[config.mk]
export PLATFORM = sky130hd
export DESIGN_NAME = system_onchip_memory_arbiter_flat
export DESIGN_NICKNAME = d
export VERILOG_FILES = /design/src/rtl/system_onchip_memory_arbiter_if.sv /design/src/rtl/system_onchip_memory_arbiter.sv /design/src/flat_wrapper.sv
export SDC_FILE = /design/constraint.sdc
export NUM_CORES = 1
export LEC_CHECK = 0
export ABC_AREA = 1
export CORE_AREA = 10 10 91 93
export DETAILED_ROUTE_END_ITERATION = 16
export DIE_AREA = 0 0 101 103
export DONT_BUFFER_PORTS = 1
export GPL_TIMING_DRIVEN = 0
export SLEW_MARGIN = 20
export SYNTH_ARGS = -nofsm -noshare
export SYNTH_HDL_FRONTEND = slang
export SYNTH_SLANG_ARGS = --single-unit
[constraint.sdc]
create_clock -name clk -period 3.1 [get_ports clk]
set_clock_uncertainty 0.05 [all_clocks]
set_input_delay 0.155 -clock clk [delete_from_list [all_inputs] [get_ports clk]]
set_output_delay 0.155 -clock clk [all_outputs]
set_load 0.05 [all_outputs]
[src/rtl/system_onchip_memory_arbiter_if.sv]
// rtl/system_onchip_memory_arbiter_if.sv - Avalon-MM style requester bus between a master and the arbiter
`timescale 1ns/1ps
interface system_onchip_memory_arbiter_if #(
  parameter int ADDR_W = 12,
  parameter int DATA_W = 32,
  parameter int BE_W   = 4
);
  logic [ADDR_W-1:0] address;
  logic [BE_W-1:0]   byteenable;
  logic              read;
  logic              write;
  logic [DATA_W-1:0] writedata;
  logic [DATA_W-1:0] readdata;
  logic              readdatavalid;
  logic              waitrequest;

  modport master (
    output address, byteenable, read, write, writedata,
    input  readdata, readdatavalid, waitrequest
  );

  modport slave (
    input  address, byteenable, read, write, writedata,
    output readdata, readdatavalid, waitrequest
  );
endinterface

[src/rtl/system_onchip_memory_arbiter.sv]
// rtl/system_onchip_memory_arbiter.sv - round-robin sharing of one single-port RAM between two requesters
// with an optional post-reset clear sweep.
`timescale 1ns/1ps
module system_onchip_memory_arbiter #(
  parameter int              ADDR_W         = 12,
  parameter int              DATA_W         = 32,
  parameter int              BE_W           = 4,
  parameter int              DEPTH          = 4096,
  parameter bit              CLEAR_ON_RESET = 1'b1,
  parameter logic [DATA_W-1:0] CLEAR_VALUE  = '0
) (
  input  logic                   clk,
  input  logic                   reset_n,
  system_onchip_memory_arbiter_if.slave a,
  system_onchip_memory_arbiter_if.slave b,
  output logic [ADDR_W-1:0]      mem_address,
  output logic [BE_W-1:0]        mem_byteenable,
  output logic                   mem_chipselect,
  output logic                   mem_write,
  output logic [DATA_W-1:0]      mem_writedata,
  output logic                   mem_clken,
  input  logic [DATA_W-1:0]      mem_readdata,
  output logic                   init_busy
);

  typedef enum logic {ST_CLEAR, ST_RUN} state_t;

  localparam state_t            RESET_STATE = CLEAR_ON_RESET ? ST_CLEAR : ST_RUN;
  localparam logic [ADDR_W-1:0] LAST_ADDR   = ADDR_W'(DEPTH - 1);

  state_t            state, state_nx;
  logic [ADDR_W-1:0] clr_cnt, clr_cnt_nx;
  logic              last_grant_b, last_grant_nx;
  logic              a_rvalid, b_rvalid;
  logic              a_rvalid_nx, b_rvalid_nx;
  logic              req_a, req_b;
  logic              grant_a, grant_b;
  logic              cs_int, wr_int;

  assign req_a = a.read | a.write;
  assign req_b = b.read | b.write;

  always_ff @(posedge clk or negedge reset_n) begin
    if (!reset_n) begin
      state        <= RESET_STATE;
      clr_cnt      <= '0;
      last_grant_b <= 1'b1;
      a_rvalid     <= 1'b0;
      b_rvalid     <= 1'b0;
    end else begin
      state        <= state_nx;
      clr_cnt      <= clr_cnt_nx;
      last_grant_b <= last_grant_nx;
      a_rvalid     <= a_rvalid_nx;
      b_rvalid     <= b_rvalid_nx;
    end
  end

  always_comb begin
    state_nx       = state;
    clr_cnt_nx     = clr_cnt;
    last_grant_nx  = last_grant_b;
    grant_a        = 1'b0;
    grant_b        = 1'b0;
    cs_int         = 1'b0;
    wr_int         = 1'b0;
    mem_address    = '0;
    mem_byteenable = '0;
    mem_writedata  = '0;
    init_busy      = 1'b0;
    case (state)
      ST_CLEAR: begin
        init_busy      = 1'b1;
        cs_int         = 1'b1;
        wr_int         = 1'b1;
        mem_byteenable = '1;
        mem_address    = clr_cnt;
        mem_writedata  = CLEAR_VALUE;
        clr_cnt_nx     = clr_cnt + 1'b1;
        if (clr_cnt == LAST_ADDR) state_nx = ST_RUN;
      end
      ST_RUN: begin
        // On contention the port that did not win last time gets the slot.
        grant_a = req_a & (~req_b | last_grant_b);
        grant_b = req_b & (~req_a | ~last_grant_b);
        if (grant_a) begin
          cs_int         = 1'b1;
          wr_int         = a.write;
          mem_address    = a.address;
          mem_byteenable = a.byteenable;
          mem_writedata  = a.writedata;
          last_grant_nx  = 1'b0;
        end else if (grant_b) begin
          cs_int         = 1'b1;
          wr_int         = b.write;
          mem_address    = b.address;
          mem_byteenable = b.byteenable;
          mem_writedata  = b.writedata;
          last_grant_nx  = 1'b1;
        end
      end
      default: state_nx = RESET_STATE;
    endcase
  end

  // A read+write request is a write; it produces no read response.
  assign a_rvalid_nx = grant_a & a.read & ~a.write;
  assign b_rvalid_nx = grant_b & b.read & ~b.write;

  assign mem_chipselect = reset_n & cs_int;
  assign mem_write      = reset_n & wr_int;
  assign mem_clken      = 1'b1;

  assign a.waitrequest   = ~reset_n | (state == ST_CLEAR) | (req_a & ~grant_a);
  assign b.waitrequest   = ~reset_n | (state == ST_CLEAR) | (req_b & ~grant_b);
  assign a.readdatavalid = a_rvalid;
  assign b.readdatavalid = b_rvalid;
  assign a.readdata      = mem_readdata;
  assign b.readdata      = mem_readdata;

endmodule

[src/flat_wrapper.sv]
// flat-port wrapper written by rule: the top's interface ports become plain ports
module system_onchip_memory_arbiter_flat 
#(
  parameter int              ADDR_W         = 12,
  parameter int              DATA_W         = 32,
  parameter int              BE_W           = 4,
  parameter int              DEPTH          = 4096,
  parameter bit              CLEAR_ON_RESET = 1'b1,
  parameter logic [DATA_W-1:0] CLEAR_VALUE  = '0
)
  (clk, reset_n, mem_address, mem_byteenable, mem_chipselect, mem_write, mem_writedata, mem_clken, mem_readdata, init_busy, a_address, a_byteenable, a_read, a_write, a_writedata, a_readdata, a_readdatavalid, a_waitrequest, b_address, b_byteenable, b_read, b_write, b_writedata, b_readdata, b_readdatavalid, b_waitrequest);
  system_onchip_memory_arbiter_if #(.ADDR_W(ADDR_W), .DATA_W(DATA_W), .BE_W(BE_W)) a_i ();
  system_onchip_memory_arbiter_if #(.ADDR_W(ADDR_W), .DATA_W(DATA_W), .BE_W(BE_W)) b_i ();
  input  logic clk;
  input  logic reset_n;
  output logic [ADDR_W-1:0] mem_address;
  output logic [BE_W-1:0] mem_byteenable;
  output logic mem_chipselect;
  output logic mem_write;
  output logic [DATA_W-1:0] mem_writedata;
  output logic mem_clken;
  input  logic [DATA_W-1:0] mem_readdata;
  output logic init_busy;
  input wire logic [$bits(a_i.address)-1:0] a_address;
  input wire logic [$bits(a_i.byteenable)-1:0] a_byteenable;
  input wire logic [$bits(a_i.read)-1:0] a_read;
  input wire logic [$bits(a_i.write)-1:0] a_write;
  input wire logic [$bits(a_i.writedata)-1:0] a_writedata;
  output wire logic [$bits(a_i.readdata)-1:0] a_readdata;
  output wire logic [$bits(a_i.readdatavalid)-1:0] a_readdatavalid;
  output wire logic [$bits(a_i.waitrequest)-1:0] a_waitrequest;
  input wire logic [$bits(b_i.address)-1:0] b_address;
  input wire logic [$bits(b_i.byteenable)-1:0] b_byteenable;
  input wire logic [$bits(b_i.read)-1:0] b_read;
  input wire logic [$bits(b_i.write)-1:0] b_write;
  input wire logic [$bits(b_i.writedata)-1:0] b_writedata;
  output wire logic [$bits(b_i.readdata)-1:0] b_readdata;
  output wire logic [$bits(b_i.readdatavalid)-1:0] b_readdatavalid;
  output wire logic [$bits(b_i.waitrequest)-1:0] b_waitrequest;
  assign a_i.address = a_address;
  assign a_i.byteenable = a_byteenable;
  assign a_i.read = a_read;
  assign a_i.write = a_write;
  assign a_i.writedata = a_writedata;
  assign a_readdata = a_i.readdata;
  assign a_readdatavalid = a_i.readdatavalid;
  assign a_waitrequest = a_i.waitrequest;
  assign b_i.address = b_address;
  assign b_i.byteenable = b_byteenable;
  assign b_i.read = b_read;
  assign b_i.write = b_write;
  assign b_i.writedata = b_writedata;
  assign b_readdata = b_i.readdata;
  assign b_readdatavalid = b_i.readdatavalid;
  assign b_waitrequest = b_i.waitrequest;
  system_onchip_memory_arbiter #(.ADDR_W(ADDR_W), .DATA_W(DATA_W), .BE_W(BE_W), .DEPTH(DEPTH), .CLEAR_ON_RESET(CLEAR_ON_RESET), .CLEAR_VALUE(CLEAR_VALUE)) u_core (.clk(clk), .reset_n(reset_n), .a(a_i), .b(b_i), .mem_address(mem_address), .mem_byteenable(mem_byteenable), .mem_chipselect(mem_chipselect), .mem_write(mem_write), .mem_writedata(mem_writedata), .mem_clken(mem_clken), .mem_readdata(mem_readdata), .init_busy(init_busy));
endmodule
==> results of run 1 <==
-- layout make-up --
| cell class | instances | area share, % |
|---|---|---|
| well taps | 80 | 4.098 |
| plain buffers | 78 | 25.15 |
| flip-flops and latches | 16 | 16.44 |
| repair buffers | 5 | 2.049 |
| clock buffers | 4 | 2.254 |
| multi-input cells | 234 | 47.44 |
| inverters | 16 | 2.561 |
-- flip-flops by register name, indices dropped and copies added (netlist names) --
register / flops
u_core.b.readdatavalid: 1
u_core.state: 1
u_core.a.readdatavalid: 1
u_core.last_grant_b: 1
u_core.clr_cnt: 12
-- power by group --
part	leakage (nW)	internal (mW)	switching [mW]
sequential	0.206	0.210	0.000433
combinational	1.08	0.0701	0.219
clock	0.0288	0.113	0.0753
-- worst min-delay path by stage --
stage / from / to / slack (ns) / cells past startpoint
finish: a_write / u_core.last_grant_b$_DFFE_PN1P_ / 0.33 / 5
global route: a_write / u_core.last_grant_b$_DFFE_PN1P_ / 0.39 / 5
CTS: a_write / u_core.last_grant_b$_DFFE_PN1P_ / 0.34 / 5
detailed placement: reset_n / u_core.clr_cnt[10]$_DFFE_PN0N_ / -0.19 / 0
global placement: reset_n / u_core.clr_cnt[10]$_DFFE_PN0N_ / -0.19 / 0
floorplan: reset_n / u_core.a.readdatavalid$_DFF_PN0_ / -0.19 / 0
-- kinds of logic after synthesis --
kind of cell | Yosys count
simple gates | 220
buf+inv | 94
flops | 16
xor+xnor | 7
compound gates | 5
fa+ha+maj | 1
other cells | 1
-- metal layers --
metal  vias to the layer above  track usage [%]  routed length [um]
met5                         -                0                   0
met1                       988            18.21                3497
met3                         4            5.898                1075
met2                       129            27.13                4914
li1                       1030                -                   -
met4                         0            2.358                  42
-- critical path, cell delays in order (launching register included) --
cell and delay, ns:
dfstp_2 0.54, inv_2 0.08, a21oi_2 0.50, nand3_1 0.23, nand3_1 0.46
-- through the flow --
| stage | utilization [%] | cells | total power, mW | worst slack [ns] | hold WS (ns) |
|---|---|---|---|---|---|
| after floorplan | - | 344 | 0.4774 | 1.104 | -0.1906 |
| after global placement | 35.58 | 424 | 0.4975 | 0.8770 | -0.1899 |
| after detailed placement | 35.58 | 424 | 0.4984 | 1.093 | -0.1899 |
| after CTS | 37.18 | 433 | 0.6941 | 0.8058 | 0.3390 |
| after global routing | 37.18 | 433 | 0.7120 | 0.7401 | 0.3937 |
| final | 37.18 | 433 | 0.6878 | 0.8399 | 0.3289 |
-- layout by cell type (no fill, tap or decap), drive strengths merged --
cell / n
buf: 78
nand3b: 3
xnor2: 3
nand3: 35
dlygate4sd3: 5
dfstp: 1
o21ai: 3
dfrtp: 15
a21oi: 1
nor3: 4
ha: 1
inv: 16
nand4: 12
clkbuf: 4
nor2: 12
o31ai: 1
nand2: 154
xor2: 4
conb: 1
==> reports/results.txt, run 1 <==
Fraction of registers with async set/reset -> 100.0%
# IOs -> 254
Net count reported at finish -> 489
Fin crit share -> 72.91%
Wire length per cell -> 22.01 um
Global route overflow -> 0
Post-DP Area -> 2337 um2
FF-to-FF path depth -> 6
Mean post-synth cell area -> 6.503 um2
Crit path kind -> register to output pin
Antenna violations before repair -> 0
CP startpoint -> u_core.last_grant_b$_DFFE_PN1P_
Crit path arrival time -> 2.06 ns
Syn Std Cell Area -> 2237 um2
Worst EP required -> 2.89 ns
Die Y -> 103 um
DRT Pass-1 Iters -> 4
Clk buf depth -> 2
Die Span X -> 101 um
Adder-Cell Fraction of Synth Area -> 0.5593%
Synth Area in XOR/XNOR -> 2.740%
HP Class -> input pin to register
Gate Count Post-Synth -> 344
Final hold vios -> 0
Slew margin rel. -> 31.44%
PortBufs -> 0
Detail Route Antenna Nets -> 0
Clk_lat worst skew -> 0.25 ns
Commonest cells in the synthesized netlist -> nand2_1, buf_4, nand3_1
TritonCTS Buffers -> 3
Detailed-placement wirelength estimate -> 8283 um
Crit Reg-Reg Startpoint -> u_core.last_grant_b$_DFFE_PN1P_
Reg2reg setup slack -> 1.22 ns
Initial DRC count -> 83
Worst setup endpoint -> mem_address[9]
Post-CTS Hold Buffers -> 5
Number of synthesized flops with an enable pin -> 0
Synth Flop Type -> dfrtp_1
Fill cell count -> 729
Post-CTS Setup Inserts -> 0
Drt drc -> 0
Core area -> 6569 um2
Max Transition Viols Final -> 0
Final Routed Wirelength -> 9529 um
Row count -> 30
Final Cell Area -> 2442 um2
Simple-gate area share of the yosys netlist -> 46.92%
Clock slew at reported path FFs -> 0.07 ns
Area delta synth->final -> 9.172%
Synth warn -> 0
Die area -> 10400 um2
Initial core utilization -> 34.06%
Period minus WS final -> 2.260 ns
CP endpoint kind -> output pin
Clk sink count -> 16
Gp weighted congestion -> 0.8662
CTS tree -> built
Root buf cell -> clkbuf_8
Startpoint types -> register
Top post-synthesis cells by area -> buf_4, nand2_1, dfrtp_1
Max_cap viols -> 0
GRT Resource Usage Total -> 15.63%
Syn_nets -> 479
Post-route setup TNS -> 0 ns
Sequential cell area -> 401.6 um2
Vias per std cell -> 4.968
Post-synth top area cell -> buf_4
Yosys cell types -> 30
Multiplexer area fraction after synthesis -> 0%
Power per cell area -> 281.6 nW/um2
Crit-path max FO -> 10
ANT cells -> 0
Static leakage -> 1.309 nW
Multi-input gate area -> 1159 um2
Largest family of logic cells by synthesized area -> simple AND/OR/NAND/NOR gates
Seq/Total Area, Yosys -> 17.95%
Largest net degree at the start of global routing -> 17
Status -> completed
Routed vias -> 2151
Top-area cell type share of the netlist area -> 22.15%
Vias in the first global route -> 2257
Highest clock rate -> 442.5 MHz
RR Endpoint -> u_core.b.readdatavalid$_DFF_PN0_
RSZ-0062 raised after global routing -> false
Post-CTS resize count -> 0
Synth Area in Compound Gates -> 1.398%
Share of cells above drive strength 1 -> 33.43%
Maximum VDD drop -> 0.0001869 V
First-pass GRT wire length -> 12850 um
Setup violators final -> 0
Yosys reg bits -> 16
Htree depth -> 1
Top-count cell post-synth -> nand2_1
Worst slew pin tran -> 1.022 ns
No activity file was read; power rests on OpenSTA's default activity.
==> run 2: changes to the inputs <==
- clock period: 3.1 -> 2.3 ns (I/O delays scaled with it)
==> run 2 against run 1 <==
Effect of this change: via count about the same; design area increased by 0.21%; highest routed layer unchanged; global-route usage unchanged; largest cell class unchanged; critical path depth unchanged; critical path type unchanged; clock power increased by 35%.
==> reports/results.txt, run 2 (same netlist as run 1, synthesis figures left out) <==
Status -> completed
Critical path's slowest cell -> dfstp_2
Die Span X -> 101 um
Clk sink count -> 16
# IOs -> 254
Net count reported at finish -> 489
Reg2reg setup slack -> 0.42 ns
PortBufs -> 0
Slew margin rel. -> 31.44%
Setup violators final -> 0
WHS Path Cells -> 5
Vias per std cell -> 4.963
Clock power frac -> 27.3%
Most common cell after layout, fill and taps aside -> nand2_1
Antenna violations before repair -> 0
Core area -> 6569 um2
Highest clock rate -> 466.7 MHz
Final Routed Wirelength -> 9512 um
First-pass GRT wire length -> 12850 um
Detailed-placement wirelength estimate -> 8283 um
Largest stage delay on the critical path -> 0.54 ns
Post-route setup TNS -> 0 ns
Worst EP required -> 2.13 ns
Sw frac -> 42.90%
Detail Route Antenna Nets -> 0
Hold Crit Start -> a_write
Row count -> 30
HP Class -> input pin to register
Crit-path max FO -> 10
Wire length per cell -> 21.97 um
Final setup margin -> 0.1574 ns
Period minus WS final -> 2.143 ns
TritonCTS Buffers -> 3
Worst slew pin tran -> 1.022 ns
Sw Pwr -> 0.3976 mW
Gp weighted congestion -> 0.8662
DRT Pass-1 Iters -> 4
Max FFs per register -> 12
Htree depth -> 1
Area delta synth->final -> 9.396%
Root buf cell -> clkbuf_8
Drt drc -> 0
ANT cells -> 0
Internal power -> 0.5293 mW
Critical-path cell list -> inv_2, a21oi_2, nand2_1, nand3_1
Vias in the first global route -> 2257
Crit path kind -> register to output pin
GRT Resource Usage Total -> 15.63%
Fin crit share -> 93.16%
Die area -> 10400 um2
Crit path buffers/inverters -> 1
Clk buf depth -> 2
CP endpoint kind -> output pin
Routed vias -> 2149
Clock slew at reported path FFs -> 0.07 ns
Dpl ws -> 0.3331 ns
FF-to-FF path depth -> 6
Flop pwr share -> 30.6%
Max_cap viols -> 0
Initial DRC count -> 69
Comb power frac -> 42.1%
Maximum VDD drop -> 0.0002520 V
Power per cell area -> 378.8 nW/um2
Crit path max-delay family -> simple AND/OR/NAND/NOR gates
Largest Register -> u_core.clr_cnt
Startpoint types -> register
Share of cells above drive strength 1 -> 33.71%
Hold Slack -> 0.2889 ns
Hold Path End -> u_core.last_grant_b$_DFFE_PN1P_
Static leakage -> 1.317 nW
Global route overflow -> 0
Final hold vios -> 0
CTS tree -> built
RR Endpoint -> u_core.b.readdatavalid$_DFF_PN0_
Crit path arrival time -> 1.98 ns
Initial core utilization -> 34.06%
Largest net degree at the start of global routing -> 17
Crit Reg-Reg Startpoint -> u_core.last_grant_b$_DFFE_PN1P_
Max Transition Viols Final -> 0
Die Y -> 103 um
Clk_lat worst skew -> 0.25 ns
RSZ-0062 raised after global routing -> false
Layout Utilization -> 37.26%
Commonest cells after routing, fill and taps aside -> nand2_1, buf_4, nand3_1, nand2_2, dfrtp_1
## run 2: routing by layer
layer  track usage [%]  vias to the layer above  wire length (um)
met5                 0                        -                 0
li1                  -                     1030                 -
met4             2.358                        0                42
met3             5.898                        4              1070
met1             18.21                      989              3488
met2             27.13                      126              4910
## run 2: worst max-delay path by stage
| stage | startpoint | end | slack [ns] | depth (start not counted) |
|---|---|---|---|---|
| floorplan | u_core.last_grant_b$_DFFE_PN1P_ | b_waitrequest | 0.34 | 2 |
| detailed placement | u_core.last_grant_b$_DFFE_PN1P_ | mem_address[9] | 0.33 | 4 |
| finish | u_core.last_grant_b$_DFFE_PN1P_ | mem_byteenable[3] | 0.16 | 4 |
| global placement | u_core.last_grant_b$_DFFE_PN1P_ | b_waitrequest | 0.12 | 2 |
| global route | u_core.last_grant_b$_DFFE_PN1P_ | mem_address[7] | 0.06 | 4 |
| CTS | u_core.last_grant_b$_DFFE_PN1P_ | mem_address[9] | 0.05 | 4 |
## run 2: what timing repair did
item / in CTS / in global routing
setup endpoints to repair: 0 / 1
hold buffers: 5 / 0
resized for setup: 0 / 1
endpoints found under the hold margin: 18 / 0
buffers inserted: 0 / 0
## run 2: power groups by stage
| stage | combinational (mW) | clock (mW) | sequential [mW] |
|---|---|---|---|
| after CTS | 0.394 | 0.259 | 0.283 |
| after global routing | 0.404 | 0.272 | 0.284 |
| after detailed placement | 0.383 | 0 | 0.289 |
| final | 0.390 | 0.253 | 0.284 |
| after global placement | 0.382 | 0 | 0.289 |
| after floorplan | 0.355 | 0 | 0.289 |
## run 2: cell type report
type                            count  area [um2]
Buffer                             78       614.3
Inverter                           16       62.56
Sequential cell                    16       401.6
Timing Repair Buffer                5       50.05
Tap cell                           80       100.1
Fill cell                         728        4121
Multi-Input combinational cell    234        1164
Clock buffer                        4       55.05
## run 2: worst register-to-register path, stage by stage (launching register included)
cell and delay (ns):
dfstp_2 0.38, inv_2 0.13, nor2_2 0.08, nor2_2 0.38, nand2_2 0.11, nor3_1 0.14
dlygate4sd3_1 0.56
## run 2: metrics by stage
step | total power, mW | std cells | area (um2)
final | 0.9270 | 433 | 2447
after global routing | 0.9596 | 433 | 2447
after CTS | 0.9355 | 433 | 2442
after detailed placement | 0.6717 | 424 | 2337
after global placement | 0.6705 | 424 | 2337
after floorplan | 0.6434 | 344 | 2237
==> run 3: changes to the inputs <==
- ABC_AREA: 1 -> unset
==> run 3 against run 2 <==
Effect of this change: critical path depth is 1 higher; final cell count fell by 32%; global-route usage is 3.1 points lower; total power shrank 9.5%; die area is the same; maximum frequency is 3.0% lower; worst hold slack worse by 0.27 ns; synthesized cell count is 40% lower; non-clock buffer count decreased by 2; routed wire length decreased by 16%; critical path type unchanged; critical endpoint is now mem_writedata[9]; largest cell class unchanged.
==> reports/results.txt, run 3 <==
Clock slew at reported path FFs -> 0.06 ns
Max Transition Viols Final -> 0
Reg2reg setup slack -> 0.66 ns
Critical path's slowest cell -> dfstp_2
Multiplexer area fraction after synthesis -> 0.6020%
Fin crit share -> 96.07%
Flop pwr share -> 33.6%
Period minus WS final -> 2.210 ns
Static leakage -> 0.9574 nW
Yosys cell types -> 36
Die Span X -> 101 um
Commonest cells in the synthesized netlist -> buf_4, a22o_1, a221o_1
Startpoint types -> register
Net count reported at finish -> 351
Wire length per cell -> 27.16 um
Die Y -> 103 um
Seq/Total Area, Yosys -> 21.47%
Crit path max-delay family -> compound AO/OA/AOI/OAI gates
Initial core utilization -> 28.48%
Root buf cell -> clkbuf_8
Core area -> 6569 um2
ANT cells -> 0
Syn Std Cell Area -> 1871 um2
Maximum VDD drop -> 0.0002044 V
CP endpoint kind -> output pin
Dpl ws -> 0.3300 ns
Clk buf depth -> 2
FF-to-FF path depth -> 5
Comb power frac -> 41.2%
Critical-path cell list -> o21a_4, and2_4, buf_6, buf_2, a22o_1
Largest family of logic cells by synthesized area -> buffers and inverters
Synth Flop Type -> dfrtp_1
Status -> completed
Largest Register -> u_core.clr_cnt
Sw Pwr -> 0.3475 mW
Mean post-synth cell area -> 9.036 um2
Top post-synthesis cells by area -> buf_4, dfrtp_1, a22o_1
Drt drc -> 0
Max FFs per register -> 12
Gp weighted congestion -> 0.8407
Clk_lat worst skew -> 0.25 ns
Sw frac -> 41.41%
Number of synthesized flops with an enable pin -> 0
Hold Crit Start -> b_write
Synth Area in XOR/XNOR -> 5.151%
Max_cap viols -> 0
Crit-path max FO -> 10
Overall power -> 0.8392 mW
Syn_nets -> 342
Largest net degree at the start of global routing -> 17
Synth warn -> 0
Adder-Cell Fraction of Synth Area -> 0.6689%
Power per cell area -> 405.2 nW/um2
Row count -> 30
Top-area cell type share of the netlist area -> 26.49%
Slew margin rel. -> 29.97%
Internal power -> 0.4916 mW
DRT Pass-1 Iters -> 4
Worst slew pin tran -> 1.046 ns
Crit path buffers/inverters -> 2
Gate Count Post-Synth -> 207
Fraction of registers with async set/reset -> 100.0%
CTS tree -> built
Final hold vios -> 0
PortBufs -> 0
HP Class -> input pin to register
Clk sink count -> 16
Clock power frac -> 25.2%
Post-route setup TNS -> 0 ns
Most common cell after layout, fill and taps aside -> buf_4
WHS Path Cells -> 1
Vias per std cell -> 5.444
Worst EP required -> 2.13 ns
Highest clock rate -> 452.6 MHz
Layout Utilization -> 31.52%
RR Endpoint -> u_core.clr_cnt[9]$_DFFE_PN0N_
Final Routed Wirelength -> 8011 um
Commonest cells after routing, fill and taps aside -> buf_4, a22o_1, a221o_1, dfrtp_1, nor2b_1
Antenna violations before repair -> 0
Crit path arrival time -> 2.04 ns
# IOs -> 254
Detail Route Antenna Nets -> 0
Die area -> 10400 um2
Area delta synth->final -> 10.70%
Global route overflow -> 0
Routed vias -> 1606
Yosys reg bits -> 16
Vias in the first global route -> 1700
Detailed-placement wirelength estimate -> 7088 um
TritonCTS Buffers -> 3
Crit Reg-Reg Startpoint -> u_core.state$_DFF_PN0_
Top-count cell post-synth -> buf_4
Share of cells above drive strength 1 -> 41.40%
Post-synth top area cell -> buf_4
Synth Area in Compound Gates -> 27.63%
Initial DRC count -> 51
Simple-gate area share of the yosys netlist -> 12.31%
Crit path kind -> register to output pin
GRT Resource Usage Total -> 12.56%
Setup violators final -> 0
Largest stage delay on the critical path -> 0.61 ns
RSZ-0062 raised after global routing -> false
Final setup margin -> 0.09034 ns
Htree depth -> 1
Hold Path End -> u_core.b.readdatavalid$_DFF_PN0_
First-pass GRT wire length -> 10210 um
-- run 3: cell type report --
cell class	instances	area, um2
multi-input cells	111	885.9
inverters	3	11.26
flip-flops and latches	16	401.6
fillers	697	4498
plain buffers	77	586.8
clock buffers	4	45.04
repair buffers	4	40.04
well taps	80	100.1
-- run 3: worst max-delay path by stage --
stage | start | end | slack, ns | depth (start not counted)
after floorplan | u_core.last_grant_b$_DFFE_PN1P_ | a_waitrequest | 0.48 | 1
after global placement | u_core.last_grant_b$_DFFE_PN1P_ | mem_writedata[3] | 0.36 | 5
after detailed placement | u_core.last_grant_b$_DFFE_PN1P_ | mem_writedata[3] | 0.33 | 5
after CTS | u_core.last_grant_b$_DFFE_PN1P_ | mem_writedata[3] | 0.06 | 5
after global routing | u_core.last_grant_b$_DFFE_PN1P_ | mem_writedata[21] | 0.002 | 5
final | u_core.last_grant_b$_DFFE_PN1P_ | mem_writedata[9] | 0.09 | 5
-- run 3: cell families after synthesis --
kind of cell / after synthesis
muxes: 1
other: 1
AOI/OAI and AO/OA: 58
and+or+nand+nor: 39
xor gates and xnor gates: 11
buffers and inverters: 80
DFF: 16
adders and majority gates: 1
-- run 3: routing by layer --
metal	up-vias	wire length, um	track usage (%)
met5	-	0	0
met4	0	148	3.859
met2	125	4245	23.49
li1	703	-	-
met3	10	1138	6.434
met1	768	2479	11.58
-- run 3: power groups by stage --
stage	Sequential (mW)	Clock, mW	Combinational (mW)
finish	0.282	0.211	0.346
global route	0.281	0.235	0.358
CTS	0.282	0.220	0.349
detailed placement	0.287	0	0.339
global placement	0.287	0	0.338
floorplan	0.287	0	0.324
-- run 3: stage by stage --
stage | area, um2 | hold WS (ns) | cells
floorplan | 1871 | -0.2306 | 207
global placement | 1971 | -0.2295 | 287
detailed placement | 1984 | -0.2295 | 287
CTS | 2059 | 0.002446 | 294
global route | 2071 | 0.008940 | 295
finish | 2071 | 0.01560 | 295
-- run 3: what timing repair did --
item                                    CTS  global route
endpoints found under the setup margin    0             1
resized for setup                         0             1
hold buffers                              3             1
hold endpoints to repair                 18             1
setup buffers                             0             0
